$ cat config.mk
export PLATFORM = sky130hd
export DESIGN_NAME = if_fetch_ctrl_flat
export DESIGN_NICKNAME = d
export VERILOG_FILES = /design/src/rtl/if_fetch_ctrl_pkg.sv /design/src/rtl/if_fetch_ctrl_if.sv /design/src/rtl/if_fetch_ctrl_fetch_redirect_mux.sv /design/src/rtl/if_fetch_ctrl.sv /design/src/flat_wrapper.sv
export SDC_FILE = /design/constraint.sdc
export NUM_CORES = 1
export LEC_CHECK = 0
export ABC_AREA = 0
export ABC_CLOCK_PERIOD_IN_PS = 2350
export BUFFER_PORTS_ARGS = -buffer_cell sky130_fd_sc_hd__buf_2
export CAP_MARGIN = 20
export CORE_ASPECT_RATIO = 2
export CORE_MARGIN = 3
export CORE_UTILIZATION = 46
export CTS_CLUSTER_SIZE = 20
export DETAILED_ROUTE_END_ITERATION = 12
export PLACE_DENSITY_LB_ADDON = 0.05
export SETUP_SLACK_MARGIN = 0.1
export SLEW_MARGIN = 5
export SYNTH_ARGS = -nofsm -noshare
export SYNTH_HDL_FRONTEND = slang
export SYNTH_SLANG_ARGS = --single-unit
$ cat constraint.sdc
create_clock -name clk -period 2.35 [get_ports clk]
set_input_delay 0.705 -clock clk [delete_from_list [all_inputs] [get_ports clk]]
set_output_delay 0.705 -clock clk [all_outputs]
set_load 0.005 [all_outputs]
$ cat src/rtl/if_fetch_ctrl_pkg.sv
// ----------------------------------------------------------------------------
// if_fetch_ctrl_pkg
// Shared definitions for the instruction-fetch sequencer: the fetch FSM state
// type, the reset and exception vectors (also used by CP0 and the PC logic),
// and a small alignment helper.
// ----------------------------------------------------------------------------
package if_fetch_ctrl_pkg;

  typedef enum logic [1:0] {
    S_REQ  = 2'd0,
    S_WAIT = 2'd1,
    S_HOLD = 2'd2
  } fetch_state_e;

  localparam logic [31:0] RESET_PC = 32'hbfc00000;
  localparam logic [31:0] EXC_PC   = 32'hbfc00380;

  // A fetch address is legal only when word aligned.
  function automatic logic pc_aligned(input logic [1:0] pc_low);
    return (pc_low == 2'b00);
  endfunction

endpackage

$ cat src/rtl/if_fetch_ctrl_if.sv
// ----------------------------------------------------------------------------
// if_fetch_ctrl_if
// Bundles the SRAM-like instruction bus (req / addr_ok / data_ok) and the
// fetch-to-decode valid/ready handshake.
//   master : the fetch controller (drives req/addr and the decode slot)
//   slave  : the instruction memory plus decode stage
// ----------------------------------------------------------------------------
interface if_fetch_ctrl_if;

  logic        inst_req;
  logic [31:0] inst_addr;
  logic        inst_addr_ok;
  logic        inst_data_ok;
  logic [31:0] inst_rdata;

  logic        if_valid;
  logic        if_ready;
  logic [31:0] if_pc;
  logic [31:0] if_inst;
  logic        if_adel;

  modport master (
    output inst_req, inst_addr, if_valid, if_pc, if_inst, if_adel,
    input  inst_addr_ok, inst_data_ok, inst_rdata, if_ready
  );

  modport slave (
    input  inst_req, inst_addr, if_valid, if_pc, if_inst, if_adel,
    output inst_addr_ok, inst_data_ok, inst_rdata, if_ready
  );

endinterface

$ cat src/rtl/if_fetch_ctrl_fetch_redirect_mux.sv
// ----------------------------------------------------------------------------
// fetch_redirect_mux
// Combinational priority selector for fetch redirects.
//   exception/eret/br_take : redirect requests (exception highest priority)
//   epc, br_target         : candidate targets
//   redir                  : any redirect this cycle
//   target                 : selected redirect address
// ----------------------------------------------------------------------------
module fetch_redirect_mux
  import if_fetch_ctrl_pkg::*;
#(
  parameter logic [31:0] EXC_PC = if_fetch_ctrl_pkg::EXC_PC
) (
  input  logic        exception,
  input  logic        eret,
  input  logic [31:0] epc,
  input  logic        br_take,
  input  logic [31:0] br_target,
  output logic        redir,
  output logic [31:0] target
);

  assign redir  = exception | eret | br_take;
  assign target = exception ? EXC_PC :
                  eret      ? epc    :
                  br_take   ? br_target : 32'h0;

endmodule

$ cat src/rtl/if_fetch_ctrl.sv
// ----------------------------------------------------------------------------
// if_fetch_ctrl
// Instruction-fetch sequencer. Chooses the next fetch address, issues at most
// one outstanding request on the instruction bus, and hands each fetched
// instruction to decode through a valid/ready slot. Responses belonging to a
// fetch that was overtaken by a redirect are dropped.
//   clk, reset            : clock, synchronous active-high reset
//   exception, eret, epc  : redirect to EXC_PC / to epc
//   br_take, br_target    : branch redirect
//   bus (master)          : instruction bus + decode slot
// ----------------------------------------------------------------------------
module if_fetch_ctrl
  import if_fetch_ctrl_pkg::*;
#(
  parameter logic [31:0] RESET_PC = if_fetch_ctrl_pkg::RESET_PC,
  parameter logic [31:0] EXC_PC   = if_fetch_ctrl_pkg::EXC_PC
) (
  input  logic        clk,
  input  logic        reset,
  input  logic        exception,
  input  logic        eret,
  input  logic [31:0] epc,
  input  logic        br_take,
  input  logic [31:0] br_target,
  if_fetch_ctrl_if.master bus
);

  fetch_state_e state;
  logic [31:0]  req_pc;
  logic [31:0]  next_pc;
  logic         discard;
  logic         if_valid_q;
  logic         if_adel_q;
  logic [31:0]  if_pc_q;
  logic [31:0]  if_inst_q;

  logic         redir;
  logic [31:0]  target;
  logic         aligned;

  fetch_redirect_mux #(
    .EXC_PC(EXC_PC)
  ) u_redirect_mux (
    .exception(exception),
    .eret     (eret),
    .epc      (epc),
    .br_take  (br_take),
    .br_target(br_target),
    .redir    (redir),
    .target   (target)
  );

  assign aligned = pc_aligned(req_pc[1:0]);

  // The request is only driven for aligned addresses; an unaligned PC is
  // turned into an address-error slot instead of a bus access.
  assign bus.inst_req  = !reset && (state == S_REQ) && aligned;
  assign bus.inst_addr = req_pc;
  assign bus.if_valid  = if_valid_q;
  assign bus.if_adel   = if_adel_q;
  assign bus.if_pc     = if_pc_q;
  assign bus.if_inst   = if_inst_q;

  // Fetch FSM. req_pc only moves when no request is pending on the bus; a
  // redirect that arrives while a request is in flight is parked in next_pc
  // and the stale response is dropped via discard.
  always_ff @(posedge clk) begin
    if (reset) begin
      state      <= S_REQ;
      req_pc     <= RESET_PC;
      next_pc    <= RESET_PC;
      discard    <= 1'b0;
      if_valid_q <= 1'b0;
      if_adel_q  <= 1'b0;
      if_pc_q    <= 32'h0;
      if_inst_q  <= 32'h0;
    end else begin
      case (state)
        S_REQ: begin
          if (aligned) begin
            if (bus.inst_addr_ok) begin
              state <= S_WAIT;
              if (redir) begin
                next_pc <= target;
                discard <= 1'b1;
              end else if (!discard) begin
                next_pc <= req_pc + 32'd4;
              end
            end else if (redir) begin
              // The bus will still accept this request, so its data is junk.
              next_pc <= target;
              discard <= 1'b1;
            end
          end else if (redir) begin
            req_pc  <= target;
            next_pc <= target;
          end else begin
            state      <= S_HOLD;
            next_pc    <= req_pc + 32'd4;
            if_valid_q <= 1'b1;
            if_adel_q  <= 1'b1;
            if_pc_q    <= req_pc;
            if_inst_q  <= 32'h0;
          end
        end

        S_WAIT: begin
          if (bus.inst_data_ok) begin
            if (redir) begin
              state   <= S_REQ;
              req_pc  <= target;
              next_pc <= target;
              discard <= 1'b0;
            end else if (discard) begin
              state   <= S_REQ;
              req_pc  <= next_pc;
              discard <= 1'b0;
            end else begin
              state      <= S_HOLD;
              if_valid_q <= 1'b1;
              if_adel_q  <= 1'b0;
              if_pc_q    <= req_pc;
              if_inst_q  <= bus.inst_rdata;
            end
          end else if (redir) begin
            next_pc <= target;
            discard <= 1'b1;
          end
        end

        S_HOLD: begin
          // A redirect wins over a same-cycle accept by decode.
          if (redir) begin
            state      <= S_REQ;
            req_pc     <= target;
            next_pc    <= target;
            if_valid_q <= 1'b0;
            if_adel_q  <= 1'b0;
          end else if (bus.if_ready) begin
            state      <= S_REQ;
            req_pc     <= next_pc;
            if_valid_q <= 1'b0;
            if_adel_q  <= 1'b0;
          end
        end

        default: state <= S_REQ;
      endcase
    end
  end

endmodule

$ cat src/flat_wrapper.sv
// flat-port wrapper written by rule: the top's interface ports become plain ports
module if_fetch_ctrl_flat import if_fetch_ctrl_pkg::*;
#(
  parameter logic [31:0] RESET_PC = if_fetch_ctrl_pkg::RESET_PC,
  parameter logic [31:0] EXC_PC   = if_fetch_ctrl_pkg::EXC_PC
)
  (clk, reset, exception, eret, epc, br_take, br_target, bus_inst_req, bus_inst_addr, bus_if_valid, bus_if_pc, bus_if_inst, bus_if_adel, bus_inst_addr_ok, bus_inst_data_ok, bus_inst_rdata, bus_if_ready);
  if_fetch_ctrl_if bus_i ();
  input  logic clk;
  input  logic reset;
  input  logic exception;
  input  logic eret;
  input  logic [31:0] epc;
  input  logic br_take;
  input  logic [31:0] br_target;
  output wire logic [$bits(bus_i.inst_req)-1:0] bus_inst_req;
  output wire logic [$bits(bus_i.inst_addr)-1:0] bus_inst_addr;
  output wire logic [$bits(bus_i.if_valid)-1:0] bus_if_valid;
  output wire logic [$bits(bus_i.if_pc)-1:0] bus_if_pc;
  output wire logic [$bits(bus_i.if_inst)-1:0] bus_if_inst;
  output wire logic [$bits(bus_i.if_adel)-1:0] bus_if_adel;
  input wire logic [$bits(bus_i.inst_addr_ok)-1:0] bus_inst_addr_ok;
  input wire logic [$bits(bus_i.inst_data_ok)-1:0] bus_inst_data_ok;
  input wire logic [$bits(bus_i.inst_rdata)-1:0] bus_inst_rdata;
  input wire logic [$bits(bus_i.if_ready)-1:0] bus_if_ready;
  assign bus_inst_req = bus_i.inst_req;
  assign bus_inst_addr = bus_i.inst_addr;
  assign bus_if_valid = bus_i.if_valid;
  assign bus_if_pc = bus_i.if_pc;
  assign bus_if_inst = bus_i.if_inst;
  assign bus_if_adel = bus_i.if_adel;
  assign bus_i.inst_addr_ok = bus_inst_addr_ok;
  assign bus_i.inst_data_ok = bus_inst_data_ok;
  assign bus_i.inst_rdata = bus_inst_rdata;
  assign bus_i.if_ready = bus_if_ready;
  if_fetch_ctrl #(.RESET_PC(RESET_PC), .EXC_PC(EXC_PC)) u_core (.clk(clk), .reset(reset), .exception(exception), .eret(eret), .epc(epc), .br_take(br_take), .br_target(br_target), .bus(bus_i));
endmodule
# Yosys cells after proc, flatten, opt, wreduce, memory -nomap -nowiden
# Index checks and enable logic that the tools add are counted.
[word_totals]
mem_count = 0
input_bits = 104
latchBits = 0
rom_bits = 0
ff_bits = 133
mem_bits_rw = 0
wordCells = 95
[op_classes]
eq_ne = 14
n_shift = 0
n_div = 0
n_mux = 55
n_lt_le_gt_ge = 0
n_reduce_logical = 15
bitwise = 2
n_mul = 0
addsub = 1
[ops]
columns = ["cell", "count"]
rows = [
  ["$mux 32", 26],
  ["$pmux 32 s2", 3],
  ["$pmux 32 s3", 1],
  ["$add 32x3->32 const B", 1],
  ["$mux 2", 8],
  ["$mux 1", 13],
  ["$reduce_and 6->1", 2],
  ["$ne 2x2->1 const B", 5],
  ["$reduce_and 7->1", 1],
  ["$ne 3x3->1 const B", 2],
  ["$pmux 1 s3", 2],
  ["$pmux 2 s3", 1],
  ["$ne 5x5->1 const B", 1],
  ["$logic_not 2->1", 2],
  ["$ne 2x1->1 const B", 2],
  ["$reduce_and 2->1", 2],
  ["$reduce_and 4->1", 1],
  ["$reduce_bool 2->1", 2],
  ["$ne 3x1->1 const B", 1],
  ["$ne 3x2->1 const B", 1],
  ["$reduce_bool 3->1", 1],
  ["$eq 2x1->1 const B", 1],
  ["$eq 2x2->1 const B", 1],
  ["$logic_and 1x1->1", 2],
  ["other kinds (4)", 5],
]

# Depth between registers and ports, before layout
# Gate-level depths: netlist (run 1).
[logic_depth]
ltp_word = 7
ltp_mapped = 9
mapped_depth_nobuf = 7

# Modules after synthesis
# Synthesis (run 1) repeated with hierarchy kept, for this count alone.
[unflattened]
hier_cells = 798
hier_area_um2 = 6542.5
[modules_own_cells]
columns = ["module", "seq_area_each_um2", "instances", "area_each_um2", "cells_per_inst"]
rows = [
  ["if_fetch_ctrl", 2662.6, 1, 6137.1, 749],
  ["fetch_redirect_mux", 0.0, 1, 405.4, 49],
]

# Least setup slack after synthesis (run 1)
# Ideal clock, no wire load.
[synth_timing]
path_type = "input -> register"
from = "input exception"
to = "register u_core.if_inst_q[0] (netlist: u_core.bus.if_inst[0])"
t_arrival_ns = 2.221
path_slack_ns = 0.001
path_buffers = 4
stages = 8
required_ns = 2.222
path_cell_list = "buf_2 > or3_1 > clkbuf_1 > or3_1 > clkbuf_1 > buf_2 > a22oi_1 > nor2_1"
[synth_between]
elab_chain_len = 4
[synth_lines]
columns = ["item", "line_no", "rtl"]
rows = [
  ["from (decl)", "flat_wrapper.sv:11", "input logic exception;"],
  ["$or 1x1->1 * (2 in series)", "if_fetch_ctrl_fetch_redirect_mux.sv:23", "assign redir = exception | eret | br_take;"],
  ["$ne 2x2->1 (no source line)", "--", ""],
  ["$reduce_and 6->1 (no source line) *", "--", ""],
  ["to (signal assigned)", "if_fetch_ctrl.sv:123", "if_inst_q <= bus.inst_rdata;"],
  ["to (decl)", "if_fetch_ctrl.sv:35", "logic [31:0] if_inst_q;"],
]
# Mark *: on every way between the ends. The rest lies on a longest branch, timed or not.
# A chain may end at the register's enable or synchronous reset.

# Worst setup path after layout (run 1)
[layout_timing]
from = "register u_core.req_pc[1] (netlist: u_core.bus.inst_addr[1])"
to = "output bus_inst_req"
[layout_between]
elab_chain_len = 2
[layout_lines]
columns = ["item", "line_no", "rtl"]
rows = [
  ["from (decl)", "if_fetch_ctrl.sv:29", "logic [31:0] req_pc;"],
  ["from (signal assigned)", "if_fetch_ctrl.sv:95", "req_pc <= target;"],
  ["from (signal assigned)", "if_fetch_ctrl.sv:111", "req_pc <= target;"],
  ["from (signal assigned)", "if_fetch_ctrl.sv:116", "req_pc <= next_pc;"],
  ["$logic_not 2->1", "if_fetch_ctrl_pkg.sv:20", "return (pc_low == 2'b00);"],
  ["$logic_and 1x1->1", "if_fetch_ctrl.sv:57", "assign bus.inst_req = !reset && (state == S_REQ) && aligned;"],
  ["to (decl)", "flat_wrapper.sv:16", "output wire logic [$bits(bus_i.inst_req)-1:0] bus_inst_req;"],
]
# Every way passes these cells.

==> tab_implementation.tex, run 1 <==
\begin{tabular}{lr}
\hline
Metric & Value \\
\hline
\multicolumn{2}{l}{\textbf{Detailed routing}} \\
\quad Via-to-Cell Ratio & 5.81 \\
\quad First DRT Iteration DRCs & 366 \\
\quad Number of search-and-repair iterations in the first detailed-routing pass & 7 \\
\quad Antenna-violating nets left & 0 \\
\quad Total vias in the final route & 6686 \\
\quad Number of remaining DRC errors & 0 \\
\quad WL final & 20.8 mm \\
\quad Detail-routed net length per standard cell & 18.1 um \\
\multicolumn{2}{l}{\textbf{Timing}} \\
\quad Final Cycle Share & 0.917 \\
\quad Final worst path period need & 2.16 ns \\
\quad Final-report max-slew violation count & 0 \\
\quad Slew Limit Headroom & 0.672 \\
\quad RSZ-0062 raised after global routing & no \\
\quad Final count of negative-setup-slack endpoints & 0 \\
\quad Clock Skew & 0.0172 ns \\
\quad Final number of hold-violating endpoints & 0 \\
\quad Worst-margin pin slew & 0.492 ns \\
\quad Total negative slack for setup checks & 0 ns \\
\quad Highest Clock Rate & 464 MHz \\
\multicolumn{2}{l}{\textbf{Logic synthesis}} \\
\quad Share of the synthesized area in the top cell type & 0.427 \\
\quad Biggest area contributors in the synthesized netlist & dfxtp\_1 43\%, a21oi\_1 7.1\%, a22oi\_1 6.1\% \\
\quad Net count of the mapped netlist & 886 \\
\quad Register bit total from synthesis & 133 \\
\quad Post-synthesis sequential area ratio & 0.427 \\
\quad Simple-gate share of the synthesized area & 0.205 \\
\quad Number of enable flip-flop cells after synthesis & 0 \\
\quad Post-synthesis compound-gate area fraction & 0.263 \\
\quad Gate count of the mapped netlist & 777 \\
\quad Cell taking the most area after synthesis & dfxtp\_1 \\
\quad Netlist area before placement & 6230 um\^{}2 \\
\quad Synthesized area per cell & 8.02 um\^{}2 \\
\quad FFs w/ async S/R, synth & 0 \\
\quad Synth cell types & 52 \\
\quad XOR/XNOR share of the synthesized area & 0.0365 \\
\quad Post-synthesis mux area share & 0.00321 \\
\quad Adder-cell area share of the yosys netlist & 0.0100 \\
\quad Most used DFF post-synth & dfxtp\_1 \\
\quad Largest family of logic cells by synthesized area & compound AO/OA/AOI/OAI gates \\
\quad Yosys warnings & 0 \\
\multicolumn{2}{l}{\textbf{Floorplan}} \\
\quad Ports & 203 \\
\quad Floorplan die area & 15100 um\^{}2 \\
\quad Die boundary width & 88.3 um \\
\quad Number of placement rows & 59 \\
\quad Overall die height & 171 um \\
\quad Core region area & 13100 um\^{}2 \\
\quad Starting density of the core & 0.474 \\
\multicolumn{2}{l}{\textbf{CTS}} \\
\quad Max clock buf depth & 2 \\
\quad Total number of clock tree sinks & 133 \\
\quad CTS Buf Count & 17 \\
\quad Clock root buffer & clkbuf\_16 \\
\quad Hold buffer count at CTS & 0 \\
\quad Clock latency on the worst-skew pair & 0.43 ns \\
\quad CTS clk-pin slew, worst paths & 0.06 ns \\
\quad Clock tree from TritonCTS & built \\
\quad Deepest level of the CTS H-tree & 4 \\
\multicolumn{2}{l}{\textbf{Final layout}} \\
\quad Number of fillers in the final layout & 1164 \\
\quad Cell Count, Final, Fillers Out & 1150 \\
\quad Antenna diode count & 0 \\
\quad Final Net Count & 1094 \\
\quad Relative area change from synthesis to final layout & 33.3\% \\
\quad Fraction of layout instances using a drive strength above 1 & 0.316 \\
\multicolumn{2}{l}{\textbf{Power and ir drop}} \\
\quad Leak pwr & 3.51 nW \\
\quad Worst VDD drop & 0.594 mV \\
\quad Cell area power density & 1070 nW/um\^{}2 \\
\multicolumn{2}{l}{\textbf{Critical path}} \\
\quad Data required time of the worst path & 1.64 ns \\
\quad Worst path arrival time & 1.45 ns \\
\quad Slowest library cell on the worst path & dfxtp\_1 \\
\quad Highest net fanout along the worst path & 8 \\
\quad Length in cells of the worst reg-to-reg path & 8 \\
\quad R2R setup slack & 0.22 ns \\
\quad Endpoint of the lowest-slack register-to-register path & u\_core.next\_pc[17] \\
\quad Cell chain of the critical path & buf\_4, nor2\_1, nand2\_1, nor2\_1, buf\_2 \\
\quad Most common cell on crit path & nor2\_1 \\
\quad CP startpoint kind & flip-flop \\
\quad Critical Setup Path Class & reg -> out \\
\quad Peak per-stage delay on the critical path & 0.32 ns \\
\quad Stages on worst setup path & 5 \\
\quad Sort of element at the end of the critical path & primary output \\
\quad Launch point of the worst reg-to-reg path & u\_core.state[1] \\
\quad Family with the most delay on the worst path & simple AND/OR/NAND/NOR gates \\
\quad Buffers \& Inverters on Critical Path & 2 \\
\multicolumn{2}{l}{\textbf{Placement}} \\
\quad Placed cell count & 1115 \\
\quad Final Wtd Congestion & 0.889 \\
\quad Count of input and output buffers & 202 \\
\quad Detailed-placement wirelength estimate & 15.2 mm \\
\multicolumn{2}{l}{\textbf{Run status}} \\
\quad Result of the run & completed \\
\multicolumn{2}{l}{\textbf{Min path}} \\
\quad Worst Hold End & u\_core.bus.if\_pc[3] \\
\quad Worst Hold Depth & 2 \\
\quad Worst hold path class & reg -> reg \\
\quad Startpoint of the tightest hold check path & u\_core.bus.if\_pc[3] \\
\multicolumn{2}{l}{\textbf{GRT}} \\
\quad Overall Global Routing Usage & 0.269 \\
\quad Wire length of the first global-routing pass & 31.8 mm \\
\quad Overflow left after global routing & 0 \\
\quad Antenna violations before repair & 0 \\
\quad Vias in the first global route & 6306 \\
\quad Maximum number of pins on one net before global-route repair & 47 \\
\multicolumn{2}{l}{\textbf{Flow run}} \\
\quad Maxcap violations & 0 \\
\hline
\end{tabular}
[cell families (layout without fill, tap and decap cells)]
| kind of cell | after synthesis | in the layout |
|---|---|---|
| and+or+nand+nor | 278 | 278 |
| buffers and inverters | 83 | 304 |
| adders and majority gates | 5 | 5 |
| DFF | 133 | 133 |
| muxes | 2 | 2 |
| xor gates and xnor gates | 26 | 26 |
| AOI/OAI and AO/OA | 250 | 250 |
[worst register-to-register path: stages, from the launching register on]
cell      delay (ns)
dfxtp_1         0.34
inv_1           0.12
ha_2            0.26
nor3b_2         0.30
a31oi_1         0.17
a21oi_2         0.29
buf_4           0.27
a221oi_1        0.11
nor3_1          0.19
[flip-flops by register name (all words and copies together), names as in the netlist]
name,count
u_core.bus.if_inst,32
u_core.bus.if_pc,32
u_core.bus.inst_addr,32
u_core.next_pc,32
u_core.state,2
u_core.bus.if_adel,1
u_core.bus.if_valid,1
u_core.discard,1
[per-layer routing]
| layer | GRT usage | share of wire | vias to the layer above |
|---|---|---|---|
| met3 | 0.0496 | 0.067 | 44 |
| met2 | 0.499 | 0.54 | 314 |
| li1 | - | - | 3214 |
| met5 | 0 | 0 | - |
| met4 | 0.108 | 0.027 | 0 |
| met1 | 0.291 | 0.37 | 3114 |
[power breakdown]
group,switching (mW),internal [mW],leakage [nW],total (mW)
Combinational,1.90,1.37,2.14,3.27
Clock,1.12,1.51,0.281,2.63
Sequential,0.333,2.61,1.08,2.95
Total,3.36,5.50,3.51,8.85
[Yosys cell counts, types with 3 or more instances]
cell / count
buf_1: 4
and2_1: 4
a31oi_1: 3
nand3_1: 11
inv_1: 10
a211oi_1: 32
clkbuf_1: 50
o21ai_0: 14
and4_1: 3
nand2_1: 98
nor4_1: 11
o21ai_1: 13
a221oi_1: 16
buf_2: 17
nand4_1: 7
a221o_1: 9
ha_1: 5
xnor2_1: 18
xor2_1: 8
dfxtp_1: 133
o31ai_1: 3
or3_1: 5
nand3b_1: 6
a21oi_1: 88
a311oi_1: 5
nor3_1: 25
nor2_1: 92
a22oi_1: 51
a21o_1: 6
[cell type report]
class	instances	area, um^2	area share
multi-input cells	561	3280	0.395
well taps	152	190	0.0229
repair buffers	262	1560	0.187
clock buffers	18	439	0.0529
flip-flops and latches	133	2660	0.321
clock inverters	14	140	0.0169
inverters	10	37.5	0.00452
[through the flow]
stage           util  hold slack (ns)  power, mW  area [um^2]  worst slack [ns]
2_1_floorplan      -            0.432       4.82         6280            0.0501
3_3_place_gp   0.584            0.438       6.09         7670          -0.00193
3_5_place_dp   0.584            0.446       6.15         7670           -0.0242
4_1_cts        0.628            0.454       8.78         8250             0.101
5_1_grt        0.632            0.473       9.33         8310            0.0976
6_report       0.632            0.451       8.85         8310             0.194
[worst max path at each step]
stage | start | end | slack [ns]
after detailed placement | exception | u_core.next_pc[23] | -0.02
after CTS | u_core.state[0] | u_core.bus.if_inst[18] | 0.10
after global routing | u_core.state[1] | u_core.next_pc[17] | 0.1
final | u_core.bus.inst_addr[1] | bus_inst_req | 0.19
after global placement | exception | u_core.next_pc[23] | -0.002
after floorplan | exception | u_core.bus.if_inst[2] | 0.05
[cell usage in the layout, fill, tap and decap left out, types with 7 or more instances in the layout]
cell	Yosys	final
inv_1	10	10
buf_2	17	201
a22oi_1	51	48
a211oi_1	32	32
o21ai_0	14	14
nand2_1	98	98
xnor2_1	18	18
o21ai_1	13	13
nand4_1	7	7
nor3_1	25	24
nor2_1	92	91
a21oi_1	88	87
nand3_1	11	11
a221oi_1	16	16
xor2_1	8	8
buf_4	1	54
a221o_1	9	9
nor4_1	11	11
dfxtp_1	133	132
clkbuf_16	0	18
[repair_timing]
item / CTS / global route
buffers inserted: 0 / 2
gates resized for setup: 0 / 5
setup endpoints to repair: 0 / 71
(Power assumes the default switching activity.)
==> inputs of run 2 (changes only) <==
- ABC_AREA: 0 -> 1
- ABC_CLOCK_PERIOD_IN_PS: 2350 -> 2200
- CORE_UTILIZATION: 46 -> 52
- clock period: 2.35 -> 2.2 ns (I/O delays scaled with it)
==> run 2 against run 1 <==
  * Clock power up 8.4%
  * Non-clock buffer count shrank 9
  * Total power increased by 21%
  * Sequential power grew 17%
==> tab_implementation.tex, run 2 <==
\begin{tabular}{lr}
\hline
Metric & Value \\
\hline
\multicolumn{2}{l}{\textbf{CTS}} \\
\quad CTS Buf Count & 17 (unchanged) \\
\quad Max clock buf depth & 2 (unchanged) \\
\quad Clock tree from TritonCTS & built \\
\quad Hold buffer count at CTS & 0 (unchanged) \\
\quad Clock latency on the worst-skew pair & 0.42 ns (about the same) \\
\quad Deepest level of the CTS H-tree & 4 (unchanged) \\
\quad Total number of clock tree sinks & 133 (unchanged) \\
\quad CTS clk-pin slew, worst paths & 0.06 ns (about the same) \\
\quad Clock root buffer & clkbuf\_16 \\
\multicolumn{2}{l}{\textbf{Timing}} \\
\quad Clock Skew & 0.0137 ns (-0.00350 ns) \\
\quad Final Cycle Share & 0.942 \\
\quad Final worst path period need & 2.07 ns \\
\quad Final worst-path setup slack & 0.127 ns (-0.0668 ns) \\
\quad Final count of negative-setup-slack endpoints & 0 (unchanged) \\
\quad Slew Limit Headroom & 0.460 (-0.213) \\
\quad Final number of hold-violating endpoints & 0 (unchanged) \\
\quad Total negative slack for setup checks & 0 ns (unchanged) \\
\quad Highest Clock Rate & 482 MHz \\
\quad Final-report max-slew violation count & 0 (unchanged) \\
\quad RSZ-0062 raised after global routing & no \\
\quad Worst-margin pin slew & 0.811 ns (+0.319 ns) \\
\multicolumn{2}{l}{\textbf{Floorplan}} \\
\quad Overall die height & 169 um (-0.91\%) \\
\quad Starting density of the core & 0.532 (+0.0578) \\
\quad Number of placement rows & 59 (unchanged) \\
\quad Die boundary width & 87.5 um (-0.88\%) \\
\quad Core region area & 13000 um\^{}2 (-1.1\%) \\
\quad Floorplan die area & 14800 um\^{}2 (-1.8\%) \\
\quad Ports & 203 (unchanged) \\
\multicolumn{2}{l}{\textbf{Placement}} \\
\quad Count of input and output buffers & 202 (unchanged) \\
\quad Setup slack after placement & 0.0966 ns (+0.121 ns) \\
\quad Placed instance area & 8230 um\^{}2 (+7.3\%) \\
\quad Final Wtd Congestion & 1.02 (+15\%) \\
\quad Detailed-placement wirelength estimate & 16.1 mm (+6.0\%) \\
\quad Placed cell count & 1401 (+26\%) \\
\multicolumn{2}{l}{\textbf{Logic synthesis}} \\
\quad Most used DFF post-synth & dfxtp\_1 \\
\quad Netlist area before placement & 6910 um\^{}2 (+11\%) \\
\quad Top post-synthesis cells by count & 385 x nand2\_1, 166 x a21oi\_1, 133 x dfxtp\_1 \\
\quad Cell taking the most area after synthesis & dfxtp\_1 \\
\quad Register bit total from synthesis & 133 (unchanged) \\
\quad Gate count of the mapped netlist & 1068 (+37\%) \\
\quad Synthesized area per cell & 6.47 um\^{}2 (-19\%) \\
\quad Share of the synthesized area in the top cell type & 0.385 (-0.0420) \\
\quad Net count of the mapped netlist & 1177 (+33\%) \\
\quad Most frequently used cell type in the post-synthesis netlist & nand2\_1 \\
\quad Synth cell types & 38 (-27\%) \\
\quad Number of enable flip-flop cells after synthesis & 0 (unchanged) \\
\quad Yosys warnings & 0 (unchanged) \\
\quad FFs w/ async S/R, synth & 0 (unchanged) \\
\quad Post-synthesis sequential area ratio & 0.385 (-0.0420) \\
\quad Biggest area contributors in the synthesized netlist & dfxtp\_1 39\%, nand2\_1 21\%, a21oi\_1 12\% \\
\multicolumn{2}{l}{\textbf{Flow run}} \\
\quad Maxcap violations & 0 (unchanged) \\
\multicolumn{2}{l}{\textbf{Final layout}} \\
\quad Leading cell type in the layout, fill and taps excluded & nand2\_1 \\
\quad Final design utilization & 0.686 (+0.0540) \\
\quad Number of fillers in the final layout & 1248 (+7.2\%) \\
\quad Cell Count, Final, Fillers Out & 1440 (+25\%) \\
\quad Top library cells by usage in the layout, fill and taps aside & 385 x nand2\_1, 202 x buf\_2, 166 x a21oi\_1 \\
\quad Fraction of layout instances using a drive strength above 1 & 0.245 (-0.0711) \\
\quad Final Net Count & 1384 (+27\%) \\
\quad Relative area change from synthesis to final layout & 29.0\% \\
\quad Final Cell Area & 8920 um\^{}2 (+7.3\%) \\
\quad Antenna diode count & 0 (unchanged) \\
\multicolumn{2}{l}{\textbf{GRT}} \\
\quad Vias in the first global route & 7168 (+14\%) \\
\quad Maximum number of pins on one net before global-route repair & 71 (+51\%) \\
\quad Overflow left after global routing & 0 (unchanged) \\
\quad Wire length of the first global-routing pass & 35.1 mm (+11\%) \\
\quad Overall Global Routing Usage & 0.300 (+0.0306) \\
\quad Antenna violations before repair & 0 (unchanged) \\
\multicolumn{2}{l}{\textbf{Critical path}} \\
\quad Buffers \& Inverters on Critical Path & 4 (+2) \\
\quad Highest net fanout along the worst path & 4 (-4) \\
\quad Slowest library cell on the worst path & dfxtp\_2 \\
\quad Launch point of the worst reg-to-reg path & u\_core.state[0] \\
\quad Most common cell on crit path & inv\_2 \\
\quad Family with the most delay on the worst path & flip-flops \\
\quad Worst path arrival time & 1.41 ns (-0.04 ns) \\
\quad R2R setup slack & 0.23 ns (about the same) \\
\quad Cell chain of the critical path & inv\_2, ha\_4, inv\_4, nor2\_4, inv\_2, nor2\_2, buf\_2 \\
\quad Critical Setup Path Class & reg -> out \\
\quad Length in cells of the worst reg-to-reg path & 12 (+4) \\
\quad Endpoint of the lowest-slack register-to-register path & u\_core.bus.inst\_addr[16] \\
\quad Sort of element at the end of the critical path & primary output \\
\quad CP startpoint kind & flip-flop \\
\quad Data required time of the worst path & 1.54 ns (-0.10 ns) \\
\quad Peak per-stage delay on the critical path & 0.33 ns (about the same) \\
\multicolumn{2}{l}{\textbf{Min path}} \\
\quad Startpoint of the tightest hold check path & u\_core.bus.if\_inst[11] \\
\quad Worst Hold Depth & 2 (unchanged) \\
\quad Worst hold path class & reg -> reg \\
\quad Worst Hold End & u\_core.bus.if\_inst[11] \\
\multicolumn{2}{l}{\textbf{Power and ir drop}} \\
\quad Cell area power density & 1200 nW/um\^{}2 (+13\%) \\
\quad Worst VDD drop & 1.03 mV (+74\%) \\
\quad Leak pwr & 4.00 nW (+14\%) \\
\multicolumn{2}{l}{\textbf{Detailed routing}} \\
\quad Detail-routed net length per standard cell & 15.4 um (-15\%) \\
\quad WL final & 22.2 mm (+6.8\%) \\
\quad Antenna-violating nets left & 0 (unchanged) \\
\quad Via-to-Cell Ratio & 5.44 (-6.4\%) \\
\quad Number of remaining DRC errors & 0 (unchanged) \\
\quad First DRT Iteration DRCs & 387 (+5.7\%) \\
\quad Total vias in the final route & 7834 (+17\%) \\
\quad Number of search-and-repair iterations in the first detailed-routing pass & 5 (-2) \\
\multicolumn{2}{l}{\textbf{Run status}} \\
\quad Result of the run & completed \\
\hline
\end{tabular}
[run 2: cell count changes after synthesis, sizes merged, moves of 17 or more]
| cell | change |
|---|---|
| nand2 | +289 |
| a21oi | +79 |
| a22oi | -51 |
| o21ai | +46 |
| inv | +41 |
| a211oi | -29 |
| a31oi | +17 |
[run 2: area by class of cell]
class                      count  area (um^2)  area share
tap                          152          190      0.0213
sequential                   133         2670       0.299
clock inverter                14          151      0.0170
multi-input combinational    819         3790       0.425
timing repair buffer         253         1490       0.167
clock buffer                  18          439      0.0493
inverter                      51          196      0.0220
[run 2: worst max path at each step]
stage / startpoint / end / slack [ns] / cells after the start
floorplan: reset / bus_inst_req / 0.26 / 3
finish: u_core.state[0] / bus_inst_req / 0.13 / 7
detailed placement: eret / u_core.bus.inst_addr[20] / 0.1 / 9
CTS: u_core.state[1] / bus_inst_req / 0.11 / 7
global route: u_core.state[0] / bus_inst_req / 0.09 / 7
global placement: eret / u_core.bus.inst_addr[20] / 0.11 / 9
[run 2: kinds of logic (layout without fill, tap and decap cells)]
group | after synthesis | count (layout) | synth area share
buffers and inverters | 116 | 336 | 0.0720
and+or+nand+nor | 520 | 520 | 0.299
adders and majority gates | 5 | 5 | 0.00905
DFF | 133 | 133 | 0.385
xor gates and xnor gates | 4 | 4 | 0.00507
AOI/OAI and AO/OA | 290 | 290 | 0.229
[run 2: tightest hold or removal path: cells and delay by family, from the launching register on]
kind,cells,cell delay (ns)
flip-flops,1,0.30
AO/OA/AOI/OAI,1,0.05
AND/OR/NAND/NOR,1,0.05
[run 2: metrics by stage]
step	hold slack [ns]	total power [mW]
floorplan	0.444	6.06
global placement	0.447	7.61
detailed placement	0.452	7.67
CTS	0.461	10.6
global route	0.473	11.4
finish	0.458	10.7
[run 2: power by group]
part / leakage [nW] / internal (mW) / total, mW / switching (mW)
Combinational: 2.64 / 1.71 / 4.44 / 2.73
Sequential: 1.09 / 2.97 / 3.44 / 0.472
Clock: 0.275 / 1.71 / 2.85 / 1.14
[run 2: metal layers]
metal  track usage  share of wire  up-vias
met5             0              0        -
met2         0.516           0.50      352
met3        0.0458          0.073       54
li1              -              -     3929
met1         0.349           0.39     3499
met4         0.155          0.040        0
[run 2: repair_timing]
| action | 4_1_cts | 5_1_grt |
|---|---|---|
| setup buffers | 5 | 2 |
| pin swaps | 4 | 3 |
| gates cloned | 0 | 0 |
| endpoints found under the hold margin | 0 | 0 |
| gates resized for setup | 11 | 6 |
| setup endpoints to repair | 1 | 40 |
==> inputs of run 3 (changes only) <==
- ABC_AREA: 1 -> default
- CORE_ASPECT_RATIO: 2 -> 0.75
- CORE_UTILIZATION: 52 -> 51
==> run 3 against run 2 <==
  * Die area shrank 8.1%
  * Hold slack lost 0.00099 ns
  * Cell area shrank 2.9%
  * Non-clock buffer count grew 20
  * Sequential power shrank 7.3%
  * Fmax grew 1.6%
  * Total power shrank 8.0%
  * Clock power shrank 4%
  * First-iteration DRC count grew 44%
  * Critical path depth shrank 2
  * Largest cell class unchanged
  * Highest routed layer unchanged
==> tab_implementation.tex, run 3 (synthesized netlist as in run 1, its figures left out) <==
\begin{tabular}{lr}
\hline
Metric & Value \\
\hline
\multicolumn{2}{l}{\textbf{Run status}} \\
\quad Result of the run & completed \\
\multicolumn{2}{l}{\textbf{Timing}} \\
\quad Total negative slack for setup checks & 0 ns (unchanged) \\
\quad Slew Limit Headroom & 0.643 (+0.183) \\
\quad Final worst path period need & 2.04 ns (-0.0326 ns) \\
\quad Final worst-path setup slack & 0.160 ns (+0.0326 ns) \\
\quad Final-layout worst hold slack & 0.457 ns (-0.000992 ns) \\
\quad Final-report max-slew violation count & 0 (unchanged) \\
\quad Final number of hold-violating endpoints & 0 (unchanged) \\
\quad Clock Skew & 0.00865 ns (-0.00506 ns) \\
\quad Highest Clock Rate & 490 MHz (+1.6\%) \\
\quad Final count of negative-setup-slack endpoints & 0 (unchanged) \\
\quad Final Cycle Share & 0.927 (-0.0148) \\
\quad RSZ-0062 raised after global routing & yes \\
\quad Worst-margin pin slew & 0.533 ns (-0.277 ns) \\
\multicolumn{2}{l}{\textbf{Power and ir drop}} \\
\quad Leak pwr & 3.61 nW (-9.9\%) \\
\quad Switching power & 3.81 mW (-12\%) \\
\quad Cell area power density & 1140 nW/um\^{}2 (-5.3\%) \\
\quad Combinational power share & 0.400 (-0.014) \\
\quad Final Total Pwr & 9.87 mW (-8.0\%) \\
\quad Clk network pwr share & 0.277 (+0.012) \\
\quad Switching part of the total & 0.387 (-0.0177) \\
\quad Fraction of power consumed by sequential logic & 0.323 (+0.002) \\
\quad Internal power & 6.05 mW (-5.3\%) \\
\quad Worst VDD drop & 0.762 mV (-26\%) \\
\multicolumn{2}{l}{\textbf{Floorplan}} \\
\quad Die boundary width & 134 um (+53\%) \\
\quad Number of placement rows & 34 (-42\%) \\
\quad Floorplan die area & 13600 um\^{}2 (-8.1\%) \\
\quad Overall die height & 102 um (-40\%) \\
\quad Starting density of the core & 0.529 (-0.00318) \\
\quad Ports & 203 (unchanged) \\
\quad Core region area & 11800 um\^{}2 (-9.3\%) \\
\multicolumn{2}{l}{\textbf{Detailed routing}} \\
\quad Detail-routed net length per standard cell & 18.0 um (+17\%) \\
\quad Number of remaining DRC errors & 0 (unchanged) \\
\quad Total vias in the final route & 6902 (-12\%) \\
\quad First DRT Iteration DRCs & 557 (+44\%) \\
\quad Via-to-Cell Ratio & 5.89 (+8.3\%) \\
\quad Number of search-and-repair iterations in the first detailed-routing pass & 5 (unchanged) \\
\quad Antenna-violating nets left & 0 (unchanged) \\
\quad WL final & 21.1 mm (-5.1\%) \\
\multicolumn{2}{l}{\textbf{Critical path}} \\
\quad Family with the most delay on the worst path & simple AND/OR/NAND/NOR gates \\
\quad CP startpoint kind & flip-flop \\
\quad Cell chain of the critical path & nand4\_1, or4\_4, or4\_4, xor2\_1, o21ai\_2 \\
\quad Highest net fanout along the worst path & 7 (+3) \\
\quad Most common cell on crit path & or4\_4 \\
\quad Critical Setup Path Class & reg -> reg \\
\quad Sort of element at the end of the critical path & flip-flop \\
\quad Buffers \& Inverters on Critical Path & 0 (-4) \\
\quad Peak per-stage delay on the critical path & 0.59 ns (+0.26 ns) \\
\quad Worst path arrival time & 2.34 ns (+0.93 ns) \\
\quad Data required time of the worst path & 2.50 ns (+0.96 ns) \\
\quad Slowest library cell on the worst path & or4\_4 \\
\multicolumn{2}{l}{\textbf{Flow run}} \\
\quad Maxcap violations & 0 (unchanged) \\
\multicolumn{2}{l}{\textbf{Final layout}} \\
\quad Fraction of layout instances using a drive strength above 1 & 0.361 (+0.116) \\
\quad Leading cell type in the layout, fill and taps excluded & buf\_2 \\
\quad Antenna diode count & 0 (unchanged) \\
\quad Final Net Count & 1105 (-20\%) \\
\quad Top library cells by usage in the layout, fill and taps aside & 201 x buf\_2, 130 x dfxtp\_1, 97 x nand2\_1 \\
\quad Number of fillers in the final layout & 903 (-28\%) \\
\quad Relative area change from synthesis to final layout & 38.9\% \\
\multicolumn{2}{l}{\textbf{GRT}} \\
\quad Maximum number of pins on one net before global-route repair & 76 (+7.0\%) \\
\quad Overflow left after global routing & 0 (unchanged) \\
\quad Vias in the first global route & 6445 (-10\%) \\
\quad Wire length of the first global-routing pass & 32.8 mm (-6.7\%) \\
\quad Overall Global Routing Usage & 0.299 (-0.000522) \\
\quad Antenna violations before repair & 0 (unchanged) \\
\multicolumn{2}{l}{\textbf{CTS}} \\
\quad Total number of clock tree sinks & 133 (unchanged) \\
\quad CTS clk-pin slew, worst paths & 0.07 ns (about the same) \\
\quad Hold buffer count at CTS & 0 (unchanged) \\
\quad Clock root buffer & clkbuf\_16 \\
\quad Deepest level of the CTS H-tree & 4 (unchanged) \\
\quad Max clock buf depth & 2 (unchanged) \\
\quad Clock latency on the worst-skew pair & 0.42 ns (about the same) \\
\quad Clock tree from TritonCTS & built \\
\quad CTS Buf Count & 17 (unchanged) \\
\multicolumn{2}{l}{\textbf{Placement}} \\
\quad Detailed-placement wirelength estimate & 15.0 mm (-7.0\%) \\
\quad Count of input and output buffers & 202 (unchanged) \\
\quad Setup slack after placement & -0.0499 ns (-0.146 ns) \\
\quad Final Wtd Congestion & 0.899 (-12\%) \\
\multicolumn{2}{l}{\textbf{Min path}} \\
\quad Worst hold path class & reg -> reg \\
\hline
\end{tabular}
-- run 3: area by class of cell --
| type | count | area [um^2] | area share |
|---|---|---|---|
| inverter | 10 | 40.0 | 0.00462 |
| tap | 162 | 203 | 0.0234 |
| multi-input combinational | 561 | 3470 | 0.401 |
| timing repair buffer | 273 | 1720 | 0.198 |
| clock inverter | 15 | 134 | 0.0155 |
| sequential | 133 | 2670 | 0.308 |
| clock buffer | 17 | 425 | 0.0491 |
-- run 3: final timing paths --
check | from | endpoint | depth (start not counted) | slack, ns
worst max-delay path | u_core.bus.inst_addr[2] | u_core.next_pc[31] | 5 | 0.16
worst min-delay path | u_core.bus.if_pc[1] | u_core.bus.if_pc[1] | 2 | 0.46
worst min register to register | u_core.bus.if_pc[1] | u_core.bus.if_pc[1] | 2 | 0.46
worst max register to register | u_core.bus.inst_addr[2] | u_core.next_pc[31] | 5 | 0.16
-- run 3: metal layers --
layer  vias to the layer above  wire (um)  global-route usage
li1                       3248          -                   -
met3                        19       1600              0.0655
met5                         -          0                   0
met4                         0        186              0.0656
met1                      3329       9300               0.412
met2                       306       9990               0.489
-- run 3: power groups by stage --
stage / Combinational, mW / Sequential, mW / Clock (mW)
2_1_floorplan: 2.04 / 3.17 / 0
3_3_place_gp: 3.54 / 3.18 / 0
3_5_place_dp: 3.59 / 3.19 / 0
4_1_cts: 3.63 / 3.15 / 2.74
5_1_grt: 4.30 / 3.23 / 2.83
6_report: 3.95 / 3.19 / 2.73
-- run 3: tightest hold or removal path, cell delays in order, from the launching register on --
cell and delay, ns:
dfxtp_1 0.31, nand2_1 0.05, a21oi_1 0.05
-- run 3: metrics by stage --
| stage | std cells | utilization | instance area, um^2 |
|---|---|---|---|
| after floorplan | 777 | - | 6480 |
| after global placement | 1135 | 0.678 | 7990 |
| after detailed placement | 1135 | 0.678 | 7990 |
| after CTS | 1167 | 0.726 | 8560 |
| after global routing | 1171 | 0.735 | 8660 |
| final | 1171 | 0.735 | 8660 |
-- run 3: what timing repair did --
| action | 4_1_cts | 5_1_grt |
|---|---|---|
| endpoints found under the setup margin | 8 | 23 |
| setup buffers | 0 | 3 |
| pin swaps | 0 | 2 |
| gates cloned | 0 | 1 |
| gates resized for setup | 3 | 15 |
